File: src/rtl/sram1rw32x50_ctrl_pkg.sv
// Shared definitions for the 32x50 single-port SRAM controller.
//   - default geometry of the macro (depth, address width, word width)
//   - controller state encoding
package sram1rw32x50_ctrl_pkg;

  localparam int SRAM_DEPTH  = 32;
  localparam int SRAM_ADDR_W = 5;
  localparam int SRAM_DATA_W = 50;

  typedef enum logic {
    INIT = 1'b0,
    RUN  = 1'b1
  } ctrl_state_e;

endpackage

File: src/rtl/sram1rw32x50_ctrl_rsp_fifo.sv
// sram_rsp_fifo: first-word-fall-through response FIFO for read data.
// Ports:
//   clk, rst_n        clock and asynchronous active-low reset
//   push, push_data   write side; push accepted when not full, or when full
//                     and a pop happens in the same cycle
//   pop               read side; ignored while out_valid is low
//   out_valid         head entry present
//   out_data          head entry (valid whenever out_valid is high)
//   count             number of stored entries, 0..RSP_DEPTH
module sram_rsp_fifo
  import sram1rw32x50_ctrl_pkg::*;
#(
  parameter int DATA_W    = SRAM_DATA_W,
  parameter int RSP_DEPTH = 4,
  parameter int CNT_W     = $clog2(RSP_DEPTH + 1)
) (
  input  logic              clk,
  input  logic              rst_n,
  input  logic              push,
  input  logic [DATA_W-1:0] push_data,
  input  logic              pop,
  output logic              out_valid,
  output logic [DATA_W-1:0] out_data,
  output logic [CNT_W-1:0]  count
);

  localparam int               PTR_W    = (RSP_DEPTH > 1) ? $clog2(RSP_DEPTH) : 1;
  localparam logic [PTR_W-1:0] LAST_PTR = PTR_W'(RSP_DEPTH - 1);
  localparam logic [CNT_W-1:0] FULL_CNT = CNT_W'(RSP_DEPTH);

  logic [DATA_W-1:0] mem_q [RSP_DEPTH];
  logic [PTR_W-1:0]  wr_ptr_q, wr_ptr_d;
  logic [PTR_W-1:0]  rd_ptr_q, rd_ptr_d;
  logic [CNT_W-1:0]  count_q, count_d;
  logic              do_push;
  logic              do_pop;

  always_comb begin
    do_pop   = pop && (count_q != '0);
    // A full FIFO can still take a push when the head leaves in the same cycle.
    do_push  = push && ((count_q != FULL_CNT) || do_pop);
    wr_ptr_d = wr_ptr_q;
    rd_ptr_d = rd_ptr_q;
    count_d  = count_q;
    if (do_push) begin
      wr_ptr_d = (wr_ptr_q == LAST_PTR) ? '0 : wr_ptr_q + 1'b1;
    end
    if (do_pop) begin
      rd_ptr_d = (rd_ptr_q == LAST_PTR) ? '0 : rd_ptr_q + 1'b1;
    end
    if (do_push && !do_pop) begin
      count_d = count_q + 1'b1;
    end else if (!do_push && do_pop) begin
      count_d = count_q - 1'b1;
    end
  end

  always_ff @(posedge clk or negedge rst_n) begin
    if (!rst_n) begin
      wr_ptr_q <= '0;
      rd_ptr_q <= '0;
      count_q  <= '0;
    end else begin
      wr_ptr_q <= wr_ptr_d;
      rd_ptr_q <= rd_ptr_d;
      count_q  <= count_d;
    end
  end

  always_ff @(posedge clk or negedge rst_n) begin
    if (!rst_n) begin
      for (int i = 0; i < RSP_DEPTH; i++) begin
        mem_q[i] <= '0;
      end
    end else if (do_push) begin
      mem_q[wr_ptr_q] <= push_data;
    end
  end

  assign out_valid = (count_q != '0);
  assign out_data  = mem_q[rd_ptr_q];
  assign count     = count_q;

endmodule

File: src/rtl/sram1rw32x50_ctrl.sv
// sram1rw32x50_ctrl: request/response front end for a 1RW SRAM macro.
// Ports:
//   CE, RSTB                      clock (shared with macro), async active-low reset
//   req_valid/req_ready           request handshake; req_we, req_addr, req_wdata
//   rsp_valid/rsp_ready           read-data handshake; rsp_rdata in request order
//   init_done                     high once the post-reset zero-fill has finished
//   A, CSB, WEB, OEB, I           macro pins, all driven straight from flops
//   O                             macro read data, valid the cycle after a read edge
//
// state | meaning
// ------+----------------------------------------------------------------
// INIT  | zero-fill sweep, one write per cycle to A=0..DEPTH-1; requests blocked
// RUN   | normal operation, one request per cycle under response credit
module sram1rw32x50_ctrl
  import sram1rw32x50_ctrl_pkg::*;
#(
  parameter int DEPTH     = SRAM_DEPTH,
  parameter int ADDR_W    = SRAM_ADDR_W,
  parameter int DATA_W    = SRAM_DATA_W,
  parameter int RSP_DEPTH = 4,
  parameter int INIT_EN   = 1
) (
  input  logic              CE,
  input  logic              RSTB,
  input  logic              req_valid,
  output logic              req_ready,
  input  logic              req_we,
  input  logic [ADDR_W-1:0] req_addr,
  input  logic [DATA_W-1:0] req_wdata,
  output logic              rsp_valid,
  input  logic              rsp_ready,
  output logic [DATA_W-1:0] rsp_rdata,
  output logic              init_done,
  output logic [ADDR_W-1:0] A,
  output logic              CSB,
  output logic              WEB,
  output logic              OEB,
  output logic [DATA_W-1:0] I,
  input  logic [DATA_W-1:0] O
);

  localparam int                CNT_W       = $clog2(RSP_DEPTH + 1);
  localparam logic [ADDR_W-1:0] LAST_ADDR   = ADDR_W'(DEPTH - 1);
  localparam logic [CNT_W:0]    CREDIT_LIM  = (CNT_W + 1)'(RSP_DEPTH);
  localparam ctrl_state_e       RESET_STATE = (INIT_EN != 0) ? INIT : RUN;

  ctrl_state_e       state_q, state_d;
  logic [ADDR_W-1:0] init_addr_q, init_addr_d;
  logic              init_done_q, init_done_d;
  logic [ADDR_W-1:0] a_q, a_d;
  logic              csb_q, csb_d;
  logic              web_q, web_d;
  logic              oeb_q, oeb_d;
  logic [DATA_W-1:0] i_q, i_d;
  // rd_p1: read strobe on the pins this cycle; rd_p2: macro O holds that read.
  logic              rd_p1_q, rd_p1_d;
  logic              rd_p2_q, rd_p2_d;
  logic [1:0]        rif_q, rif_d;

  logic [CNT_W-1:0]  fifo_count;
  logic [CNT_W:0]    credit_used;
  logic              accept;

  // Credits cover both reads still in the macro pipeline and unpopped
  // responses, so the FIFO can never be pushed while full.
  assign credit_used = {{(CNT_W-1){1'b0}}, rif_q} + {1'b0, fifo_count};
  // init_done_q is a flop, so ready is held low for the first cycle after reset.
  assign req_ready   = init_done_q && (credit_used < CREDIT_LIM);
  assign accept      = req_valid && req_ready;

  always_comb begin
    state_d     = state_q;
    init_addr_d = init_addr_q;
    init_done_d = (state_q == RUN);
    a_d         = a_q;
    i_d         = i_q;
    csb_d       = 1'b1;
    web_d       = 1'b1;
    oeb_d       = 1'b1;
    rd_p1_d     = 1'b0;
    rd_p2_d     = rd_p1_q;
    unique case (state_q)
      INIT: begin
        csb_d       = 1'b0;
        web_d       = 1'b0;
        a_d         = init_addr_q;
        i_d         = '0;
        init_addr_d = init_addr_q + 1'b1;
        if (init_addr_q == LAST_ADDR) begin
          state_d     = RUN;
          init_addr_d = '0;
        end
      end
      RUN: begin
        if (accept) begin
          csb_d = 1'b0;
          a_d   = req_addr;
          if (req_we) begin
            web_d = 1'b0;
            i_d   = req_wdata;
          end else begin
            oeb_d   = 1'b0;
            rd_p1_d = 1'b1;
          end
        end
      end
      default: state_d = RESET_STATE;
    endcase

    unique case ({rd_p1_d, rd_p2_q})
      2'b10:   rif_d = rif_q + 2'd1;
      2'b01:   rif_d = rif_q - 2'd1;
      default: rif_d = rif_q;
    endcase
  end

  always_ff @(posedge CE or negedge RSTB) begin
    if (!RSTB) begin
      state_q     <= RESET_STATE;
      init_addr_q <= '0;
      init_done_q <= 1'b0;
      a_q         <= '0;
      csb_q       <= 1'b1;
      web_q       <= 1'b1;
      oeb_q       <= 1'b1;
      i_q         <= '0;
      rd_p1_q     <= 1'b0;
      rd_p2_q     <= 1'b0;
      rif_q       <= '0;
    end else begin
      state_q     <= state_d;
      init_addr_q <= init_addr_d;
      init_done_q <= init_done_d;
      a_q         <= a_d;
      csb_q       <= csb_d;
      web_q       <= web_d;
      oeb_q       <= oeb_d;
      i_q         <= i_d;
      rd_p1_q     <= rd_p1_d;
      rd_p2_q     <= rd_p2_d;
      rif_q       <= rif_d;
    end
  end

  sram_rsp_fifo #(
    .DATA_W    (DATA_W),
    .RSP_DEPTH (RSP_DEPTH),
    .CNT_W     (CNT_W)
  ) u_rsp_fifo (
    .clk       (CE),
    .rst_n     (RSTB),
    .push      (rd_p2_q),
    .push_data (O),
    .pop       (rsp_ready),
    .out_valid (rsp_valid),
    .out_data  (rsp_rdata),
    .count     (fifo_count)
  );

  assign init_done = init_done_q;
  assign A         = a_q;
  assign CSB       = csb_q;
  assign WEB       = web_q;
  assign OEB       = oeb_q;
  assign I         = i_q;

endmodule
File: config.mk
export PLATFORM = sky130hd
export DESIGN_NAME = sram1rw32x50_ctrl
export DESIGN_NICKNAME = d
export VERILOG_FILES = /design/src/rtl/sram1rw32x50_ctrl_pkg.sv /design/src/rtl/sram1rw32x50_ctrl_rsp_fifo.sv /design/src/rtl/sram1rw32x50_ctrl.sv
export SDC_FILE = /design/constraint.sdc
export NUM_CORES = 1
export LEC_CHECK = 0
export BUFFER_PORTS_ARGS = -buffer_cell sky130_fd_sc_hd__buf_2
export CORE_ASPECT_RATIO = 1.75
export CORE_UTILIZATION = 37
export CTS_CLUSTER_DIAMETER = 150
export DETAILED_ROUTE_END_ITERATION = 10
export PLACE_DENSITY = 0.54
export SYNTH_ARGS = -nofsm -noshare
export SYNTH_HDL_FRONTEND = slang
export SYNTH_SLANG_ARGS = --single-unit
File: constraint.sdc
create_clock -name CE -period 5.7 [get_ports CE]
set_input_delay 0.855 -clock CE [delete_from_list [all_inputs] [get_ports CE]]
set_output_delay 0.855 -clock CE [all_outputs]
set_load 0.05 [all_outputs]
==> results of run 1 <==
synthesized netlist by cell type (all sizes together):
library cell | instances | area, µm²
or2 | 1 | 6.26
mux2i | 51 | 510
ha | 10 | 125
nand2 | 104 | 390
clkbuf | 19 | 71.3
nor4bb | 1 | 10.0
buf | 33 | 302
nand3 | 11 | 82.6
dfrtp | 273 | 6830
xnor2 | 3 | 26.3
nand4b | 2 | 17.5
nor2b | 1 | 6.26
a31oi | 5 | 31.3
fa | 1 | 20.0
nor4b | 1 | 8.76
inv | 5 | 18.8
a21boi | 1 | 7.51
and3 | 3 | 18.8
nor2 | 10 | 37.5
or3 | 1 | 6.26
mux2 | 207 | 2330
mux4 | 50 | 1130
nand2b | 1 | 6.26
xor2 | 3 | 26.3
dfstp | 3 | 78.8
o21ai | 9 | 45.0
nand4bb | 1 | 11.3
or4b | 1 | 13.8
critical path, cell delays in order, from the launching register on:
cell,delay [ns]
sky130_fd_sc_hd__dfrtp_4,0.98
sky130_fd_sc_hd__buf_4,0.42
sky130_fd_sc_hd__mux4_2,0.57
sky130_fd_sc_hd__buf_2,0.23
through the flow:
| step | hold slack (ns) | instances | power (W) | worst slack [ns] | utilization |
|---|---|---|---|---|---|
| finish | 0.283 | 1443 | 0.00897 | 2.10 | 0.447 |
| CTS | 0.323 | 1441 | 0.00912 | 1.95 | 0.447 |
| global route | 0.340 | 1442 | 0.00946 | 1.86 | 0.447 |
| floorplan | 0.331 | 811 | 0.00625 | 2.34 | - |
| detailed placement | 0.336 | 1389 | 0.00719 | 2.47 | 0.418 |
| global placement | 0.334 | 1389 | 0.00713 | 2.49 | 0.418 |
registers in the layout, summed over array words and instances (netlist names):
register and cells:
u_rsp_fifo.wr_ptr_q 2, init_done 1, rd_p2_q 1, I 50, WEB 1, CSB 1
u_rsp_fifo.rd_ptr_q 2, rd_p1_q 1, u_rsp_fifo.mem_q 200, init_done_d 1, u_rsp_fifo.count 3, A 5
rif_q 2, OEB 1, init_addr_q 5
kinds of logic (layout without fill, tap and decap cells):
logic type / after synthesis / in the layout / share of synthesized area
xor gates and xnor gates: 6 / 6 / 0.00432
and+or+nand+nor: 138 / 138 / 0.0506
AOI/OAI and AO/OA: 15 / 15 / 0.00689
adders and majority gates: 11 / 11 / 0.0119
muxes: 308 / 308 / 0.326
other: 0 / 2 / 0
DFF: 276 / 276 / 0.568
buffers and inverters: 57 / 287 / 0.0322
per-layer routing:
metal  vias to the layer above  GRT usage
li1                       3311          -
met1                      3669      0.188
met2                       190      0.315
met3                        30     0.0325
met4                         2     0.0490
met5                         -          0
layout make-up:
| class | count | area share |
|---|---|---|
| sequential | 276 | 0.478 |
| multi-input combinational | 478 | 0.337 |
| timing repair buffer | 230 | 0.0829 |
| clock buffer | 39 | 0.0576 |
| tap | 400 | 0.0346 |
| clock inverter | 13 | 0.00822 |
| inverter | 5 | 0.00130 |
| antenna | 2 | 0.000346 |
final timing paths:
check                      cells past startpoint  slack (ns)              endpoint
max                                            3        2.10         rsp_rdata[45]
min                                            1        0.28                 I[31]
max reg2reg                                    4        2.97  u_rsp_fifo.mem_q[53]
min reg2reg                                    0        0.34               rd_p2_q
max in group asynchronous                      2        4.03   u_rsp_fifo.count[2]
min in group CE                                0        0.34               rd_p2_q
power groups by stage:
stage / clock network (W) / logic [W] / registers, W
global placement: 0 / 0.00392 / 0.00321
global route: 0.00202 / 0.00412 / 0.00331
detailed placement: 0 / 0.00397 / 0.00323
CTS: 0.00195 / 0.00396 / 0.00321
floorplan: 0 / 0.00250 / 0.00375
finish: 0.00189 / 0.00389 / 0.00319
==> impl_metrics.sql, run 1 <==
INSERT INTO impl_metrics (metric_group, metric, value, unit) VALUES
('logic_synthesis', 'yosysWarnings', '0', ''),
('cells_and_area', 'mostFrequentLayoutCells', 'sky130_fd_sc_hd__dfrtp_1, sky130_fd_sc_hd__buf_2, sky130_fd_sc_hd__mux2_2', ''),
('timing', 'max_slew.worst_pin.slew', '0.979', 'ns'),
('setup_path', 'crit_path_start', 'u_rsp_fifo.rd_ptr_q[0]', ''),
('cts', 'clockRootBuffer', 'sky130_fd_sc_hd__clkbuf_16', ''),
('logic_synthesis', 'syn_nets', '932', ''),
('routing', 'via_count', '7202', ''),
('routing', 'wl_met1', '10400', 'µm'),
('setup_path', 'timing.critical_path.from_type', 'flop', ''),
('routing', 'drc', '12', ''),
('setup_path', 'critPathKind', 'reg -> out', ''),
('timing', 'finalSetupTns', '0', 'ns'),
('cts', 'cts.htree.levels', '1', ''),
('power', 'power.density_cell_area', '620', 'nW/µm²'),
('cts', 'clk_path_buf_depth', '3', ''),
('timing', 'finalSetupViolCount', '0', ''),
('routing', 'routed_wirelength', '27200', 'µm'),
('global_route', 'number_of_global_route_vias_before_repair', '8093', ''),
('routing', 'via_per_instance_ratio', '4.99', ''),
('cells_and_area', 'layout.filler_cells', '2941', ''),
('logic_synthesis', 'synth_cell_types', '34', ''),
('die', 'dieArea', '33600', 'µm²'),
('place', 'placed_area', '13500', 'µm²'),
('global_route', 'grt_start_max_net_pins', '124', ''),
('power', 'power.sequential.fraction', '0.356', ''),
('power', 'ir_drop', '0.397', 'mV'),
('status', 'status', 'finished with violations', ''),
('power', 'p_sw_frac', '0.417', ''),
('die', 'design.portCount', '221', ''),
('global_route', 'antenna_found_initial', '3', ''),
('routing', 'postRouteAntennaNets', '0', ''),
('timing', 'final_min_period_over_clock_period', '0.632', ''),
('status', 'violations_in_the_final_reports', 'design-rule violations', ''),
('logic_synthesis', 'ys_seq_area_frac', '0.568', ''),
('power', 'clock_power_share', '0.210', ''),
('cells_and_area', 'multiInputGateArea', '4870', 'µm²'),
('setup_path', 'required', '4.85', 'ns'),
('die', 'rows', '87', ''),
('logic_synthesis', 'postSynthCellCount', '811', ''),
('setup_path', 'critical_path_peak_fanout', '40', ''),
('cts', 'post_cts.repair.setup_buffers', '0', ''),
('place', 'io_buffers', '220', ''),
('timing', 'final-max-slew-violation-count', '0', ''),
('die', 'start_util', '0.376', ''),
('logic_synthesis', 'synth_area', '12200', 'µm²'),
('cells_and_area', 'sequential_cell_area', '6920', 'µm²'),
('timing', 'fin_crit', '3.60', 'ns'),
('cells_and_area', 'syn_to_final_growth', '18.9', '%'),
('routing', 'wl_met3', '1450', 'µm'),
('routing', 'maxUsedRoutingLayer', 'met5', ''),
('cts', 'ctsResizeCount', '0', ''),
('cts', 'clk_transition_reported_paths', '0.06', 'ns'),
('cts', 'cts_buffers', '28', ''),
('setup_path', 'timing.rr.start', 'u_rsp_fifo.count[0]', ''),
('job', 'cap_viol_max_count', '0', ''),
('logic_synthesis', 'synth_area_per_cell', '15.0', 'µm²'),
('die', 'core', '32300', 'µm²'),
('routing', 'dr.pass1.iters', '9', ''),
('die', 'dieWidth', '139', 'µm'),
('routing', 'routed_wire_length_per_instance', '18.8', 'µm'),
('power', 'power_switching', '0.00374', 'W'),
('routing', 'routed-wl-met2', '14800', 'µm'),
('timing', 'fin_skew', '0.0141', 'ns'),
('power', 'power.internal', '0.00523', 'W'),
('logic_synthesis', 'postSynthRegisterBits', '276', ''),
('min_path', 'hp-class', 'in -> async', ''),
('routing', 'drt_first_iter_violations', '261', ''),
('timing', 'max_freq', '278', 'MHz'),
('timing', 'timing.slew.headroom', '0.347', ''),
('global_route', 'globalRoute.totalOverflow', '0', ''),
('global_route', 'wire_length_of_the_first_global_routing_pass', '44200', 'µm');
Note: power is estimated with default switching activity, not from simulation.
==> run 2, diff against run 1 <==
--- a/config.mk
+++ b/config.mk
@@ -5,12 +5,13 @@
 export SDC_FILE = /design/constraint.sdc
 export NUM_CORES = 1
 export LEC_CHECK = 0
+export ABC_AREA = 1
 export BUFFER_PORTS_ARGS = -buffer_cell sky130_fd_sc_hd__buf_2
 export CORE_ASPECT_RATIO = 1.75
 export CORE_UTILIZATION = 37
 export CTS_CLUSTER_DIAMETER = 150
 export DETAILED_ROUTE_END_ITERATION = 10
-export PLACE_DENSITY = 0.54
+export PLACE_DENSITY = 0.53
 export SYNTH_ARGS = -nofsm -noshare
 export SYNTH_HDL_FRONTEND = slang
 export SYNTH_SLANG_ARGS = --single-unit
==> constraint.sdc (replaced) <==
create_clock -name CE -period 3.7 [get_ports CE]
set_input_delay 0.555 -clock CE [delete_from_list [all_inputs] [get_ports CE]]
set_output_delay 0.555 -clock CE [all_outputs]
set_load 0.05 [all_outputs]
==> run 2 against run 1 <==
Against the previous run:
- the flow now finishes without violations
- area after synthesis is 7.0% higher
- via count is 57% higher
- setup slack worse by 1.6 ns
- flip-flop and latch count stayed put
- sequential power is 52% higher
- hold slack worse by 0.23 ns
- first-iteration DRC count is 140% higher
- critical path depth is 1 higher
==> impl_metrics.sql, run 2 <==
INSERT INTO impl_metrics (metric_group, metric, value, unit) VALUES
('die', 'core', '34600', 'µm²'),
('timing', 'final_min_period_over_clock_period', '0.870', ''),
('place', 'place.gp.congestion', '0.732', ''),
('cells_and_area', 'drive_above_1_share', '0.174', ''),
('setup_path', 'crit_path_top_delay_cell', 'sky130_fd_sc_hd__dfrtp_1', ''),
('logic_synthesis', 'synth_area', '13000', 'µm²'),
('timing', 'finalSetupViolCount', '0', ''),
('place', 'preCtsSetupSlack', '0.974', 'ns'),
('power', 'power.leakage', '8.25', 'nW'),
('setup_path', 'critPathKind', 'reg -> out', ''),
('routing', 'routed_wirelength', '39000', 'µm'),
('cells_and_area', 'registers.top_by_ff_count', 'u_rsp_fifo.mem_q', ''),
('timing', 'timing.slew.headroom', '0.236', ''),
('min_path', 'hp-class', 'in -> async', ''),
('routing', 'via_per_instance_ratio', '5.03', ''),
('setup_path', 'endpoint_kind', 'output pin', ''),
('logic_synthesis', 'ys_seq_area_frac', '0.531', ''),
('cts', 'cts_tree', 'built', ''),
('logic_synthesis', 'ys_async_sr_fraction', '1.00', ''),
('timing', 'rsz_0062_raised_after_global_routing', 'no', ''),
('cells_and_area', 'mostFrequentLayoutCells', 'sky130_fd_sc_hd__nand2_1, sky130_fd_sc_hd__dfrtp_1, sky130_fd_sc_hd__buf_2', ''),
('routing', 'drt_first_iter_violations', '618', ''),
('routing', 'via_count', '11317', ''),
('cts', 'numClockSinks', '276', ''),
('logic_synthesis', 'synth_largest_type_area_fraction', '0.525', ''),
('logic_synthesis', 'syn_nets', '1737', ''),
('global_route', 'antenna_found_initial', '5', ''),
('routing', 'drc', '0', ''),
('logic_synthesis', 'postSynthRegisterBits', '276', ''),
('cts', 'cts_buffers', '27', ''),
('setup_path', 'rr_worst_depth', '8', ''),
('routing', 'routed_wire_length_per_instance', '17.3', 'µm'),
('cells_and_area', 'stdcell_count', '2251', ''),
('logic_synthesis', 'synthMostInstantiatedCell', 'sky130_fd_sc_hd__nand2_1', ''),
('cts', 'clk_transition_reported_paths', '0.06', 'ns'),
('timing', 'max_freq', '311', 'MHz'),
('timing', 'finalSetupTns', '0', 'ns'),
('place', 'place.detailed.hpwl', '22600', 'µm'),
('logic_synthesis', 'leading_cell_types_by_total_area_after_synthesis', 'sky130_fd_sc_hd__dfrtp_1, sky130_fd_sc_hd__nand2_1, sky130_fd_sc_hd__o21ai_1', ''),
('timing', 'final-max-slew-violation-count', '0', ''),
('timing', 'fin_crit', '3.22', 'ns'),
('setup_path', 'worstReg2RegEnd', 'rif_q[1]', ''),
('timing', 'fin_skew', '0.0248', 'ns'),
('job', 'cap_viol_max_count', '0', ''),
('global_route', 'globalRoute.totalOverflow', '0', ''),
('setup_path', 'critical_path_peak_fanout', '39', ''),
('global_route', 'gr-usage-all-layers', '0.222', ''),
('cts', 'clk_path_buf_depth', '3', ''),
('logic_synthesis', 'count_of_flip_flops_with_a_built_in_enable_after_synthesis', '0', ''),
('setup_path', 'arrival', '2.66', 'ns'),
('die', 'dieWidth', '144', 'µm'),
('cells_and_area', 'flip_flop_count_of_the_largest_register_all_copies_and_words_added', '200', ''),
('place', 'io_buffers', '220', ''),
('routing', 'dr.pass1.iters', '5', ''),
('global_route', 'number_of_global_route_vias_before_repair', '11485', ''),
('routing', 'postRouteAntennaNets', '0', ''),
('power', 'power.density_cell_area', '1020', 'nW/µm²'),
('logic_synthesis', 'postSynthCellCount', '1616', ''),
('die', 'dieArea', '36000', 'µm²'),
('die', 'start_util', '0.377', ''),
('setup_path', 'timing.reg2reg.setup_slack', '1.27', 'ns'),
('global_route', 'wire_length_of_the_first_global_routing_pass', '62600', 'µm'),
('cts', 'ctsResizeCount', '0', ''),
('power', 'ir_drop', '0.465', 'mV'),
('logic_synthesis', 'synth_area_per_cell', '8.06', 'µm²'),
('place', 'placed_instance_count', '2198', ''),
('die', 'rows', '90', ''),
('die', 'design.portCount', '221', ''),
('global_route', 'grt_start_max_net_pins', '117', ''),
('setup_path', 'crit_path_max_incr_delay', '0.70', 'ns'),
('cts', 'worstSkewPairLatency', '0.56', 'ns'),
('cells_and_area', 'leading_cell_type_in_the_layout_fill_and_taps_excluded', 'sky130_fd_sc_hd__nand2_1', ''),
('cells_and_area', 'syn_to_final_growth', '17.0', '%'),
('cts', 'hold_buf_count_cts', '0', ''),
('logic_synthesis', 'post-synth-top-area-cell', 'sky130_fd_sc_hd__dfrtp_1', ''),
('status', 'status', 'completed', ''),
('cts', 'cts.htree.levels', '1', ''),
('timing', 'final.setup.worst_slack', '0.481', 'ns'),
('logic_synthesis', 'dominant_synthesized_flop_cell', 'sky130_fd_sc_hd__dfrtp_1', ''),
('cts', 'clockRootBuffer', 'sky130_fd_sc_hd__clkbuf_16', ''),
('cells_and_area', 'final_nets', '1888', ''),
('setup_path', 'timing.rr.start', 'init_done_d', ''),
('timing', 'hold_viol', '0', ''),
('cts', 'post_cts.repair.setup_buffers', '0', ''),
('setup_path', 'required', '3.14', 'ns'),
('setup_path', 'crit_chain', 'buf_4, o21ai_0, o22ai_1, buf_2', ''),
('setup_path', 'timing.critical_path.from_type', 'flop', ''),
('logic_synthesis', 'synthTopCellsByCount', 'sky130_fd_sc_hd__nand2_1, sky130_fd_sc_hd__dfrtp_1, sky130_fd_sc_hd__o21ai_1', ''),
('die', 'dieHeight', '250', 'µm'),
('logic_synthesis', 'synth_cell_types', '27', ''),
('cells_and_area', 'fin_util', '0.441', ''),
('logic_synthesis', 'yosysWarnings', '0', ''),
('timing', 'max_slew.worst_pin.slew', '1.15', 'ns');
[run 2: cell types whose count changed after synthesis, moves of 51 or more]
cell / previous run / this run
sky130_fd_sc_hd__nand2_1: 104 / 530
sky130_fd_sc_hd__o21ai_1: 0 / 185
sky130_fd_sc_hd__mux2_2: 157 / 1
sky130_fd_sc_hd__o21ai_0: 9 / 126
sky130_fd_sc_hd__nor2_1: 10 / 111
sky130_fd_sc_hd__nand3_1: 7 / 103
sky130_fd_sc_hd__inv_1: 5 / 68
sky130_fd_sc_hd__mux2i_1: 51 / 0
[run 2: kinds of logic after synthesis]
| family | count (synthesis) | share of synthesized area |
|---|---|---|
| mux | 1 | 0.000865 |
| buf+inv | 198 | 0.0773 |
| fa+ha+maj | 11 | 0.0111 |
| simple gates | 759 | 0.231 |
| flops | 276 | 0.531 |
| compound gates | 367 | 0.146 |
| xor+xnor | 4 | 0.00269 |
[run 2: final cells by class]
cell class / count / area, µm²
clock buffer: 43 / 836
multi-input combinational: 1142 / 5140
sequential: 276 / 6920
timing repair buffer: 246 / 1340
inverter: 74 / 278
tap: 460 / 576
antenna: 3 / 7.51
fill: 3567 / 19300
clock inverter: 7 / 139
[run 2: layer usage]
metal	wire length, µm	vias up	track usage
met2	20100	280	0.394
met5	22	-	0
met4	746	4	0.0614
met1	16000	5433	0.270
met3	2180	49	0.0419
li1	-	5551	-
[run 2: report_power, final]
group / switching (W) / leakage [nW] / internal, W / total [W]
clock network: 0.00121 / 0.481 / 0.00182 / 0.00303
logic: 0.00591 / 4.14 / 0.00182 / 0.00772
registers: 0.000637 / 3.62 / 0.00421 / 0.00484
total: 0.00775 / 8.25 / 0.00784 / 0.0156
[run 2: how the worst max path moves through the flow]
| stage | start | end | slack (ns) |
|---|---|---|---|
| 2_1_floorplan | u_rsp_fifo.rd_ptr_q[0] | rsp_rdata[0] | 1.41 |
| 3_3_place_gp | u_rsp_fifo.rd_ptr_q[1] | rsp_rdata[29] | 0.99 |
| 3_5_place_dp | u_rsp_fifo.rd_ptr_q[1] | rsp_rdata[29] | 0.97 |
| 4_1_cts | u_rsp_fifo.rd_ptr_q[1] | rsp_rdata[29] | 0.39 |
| 5_1_grt | u_rsp_fifo.rd_ptr_q[1] | rsp_rdata[28] | 0.36 |
| 6_report | u_rsp_fifo.rd_ptr_q[1] | rsp_rdata[29] | 0.48 |
[run 2: per-stage QoR]
step / power (W) / hold slack (ns) / cell area, µm²
floorplan: 0.0106 / 0.259 / 13000
global placement: 0.0126 / 0.333 / 14200
detailed placement: 0.0127 / 0.339 / 14200
CTS: 0.0158 / 0.0686 / 15200
global route: 0.0166 / 0.113 / 15200
finish: 0.0156 / 0.0518 / 15200
[run 2: worst max-delay path: cells and delay by family (launching register included)]
kind	cells	cell delay [ns]
buffers and inverters	2	0.86
flip-flops	1	0.70
AO/OA/AOI/OAI	2	0.53
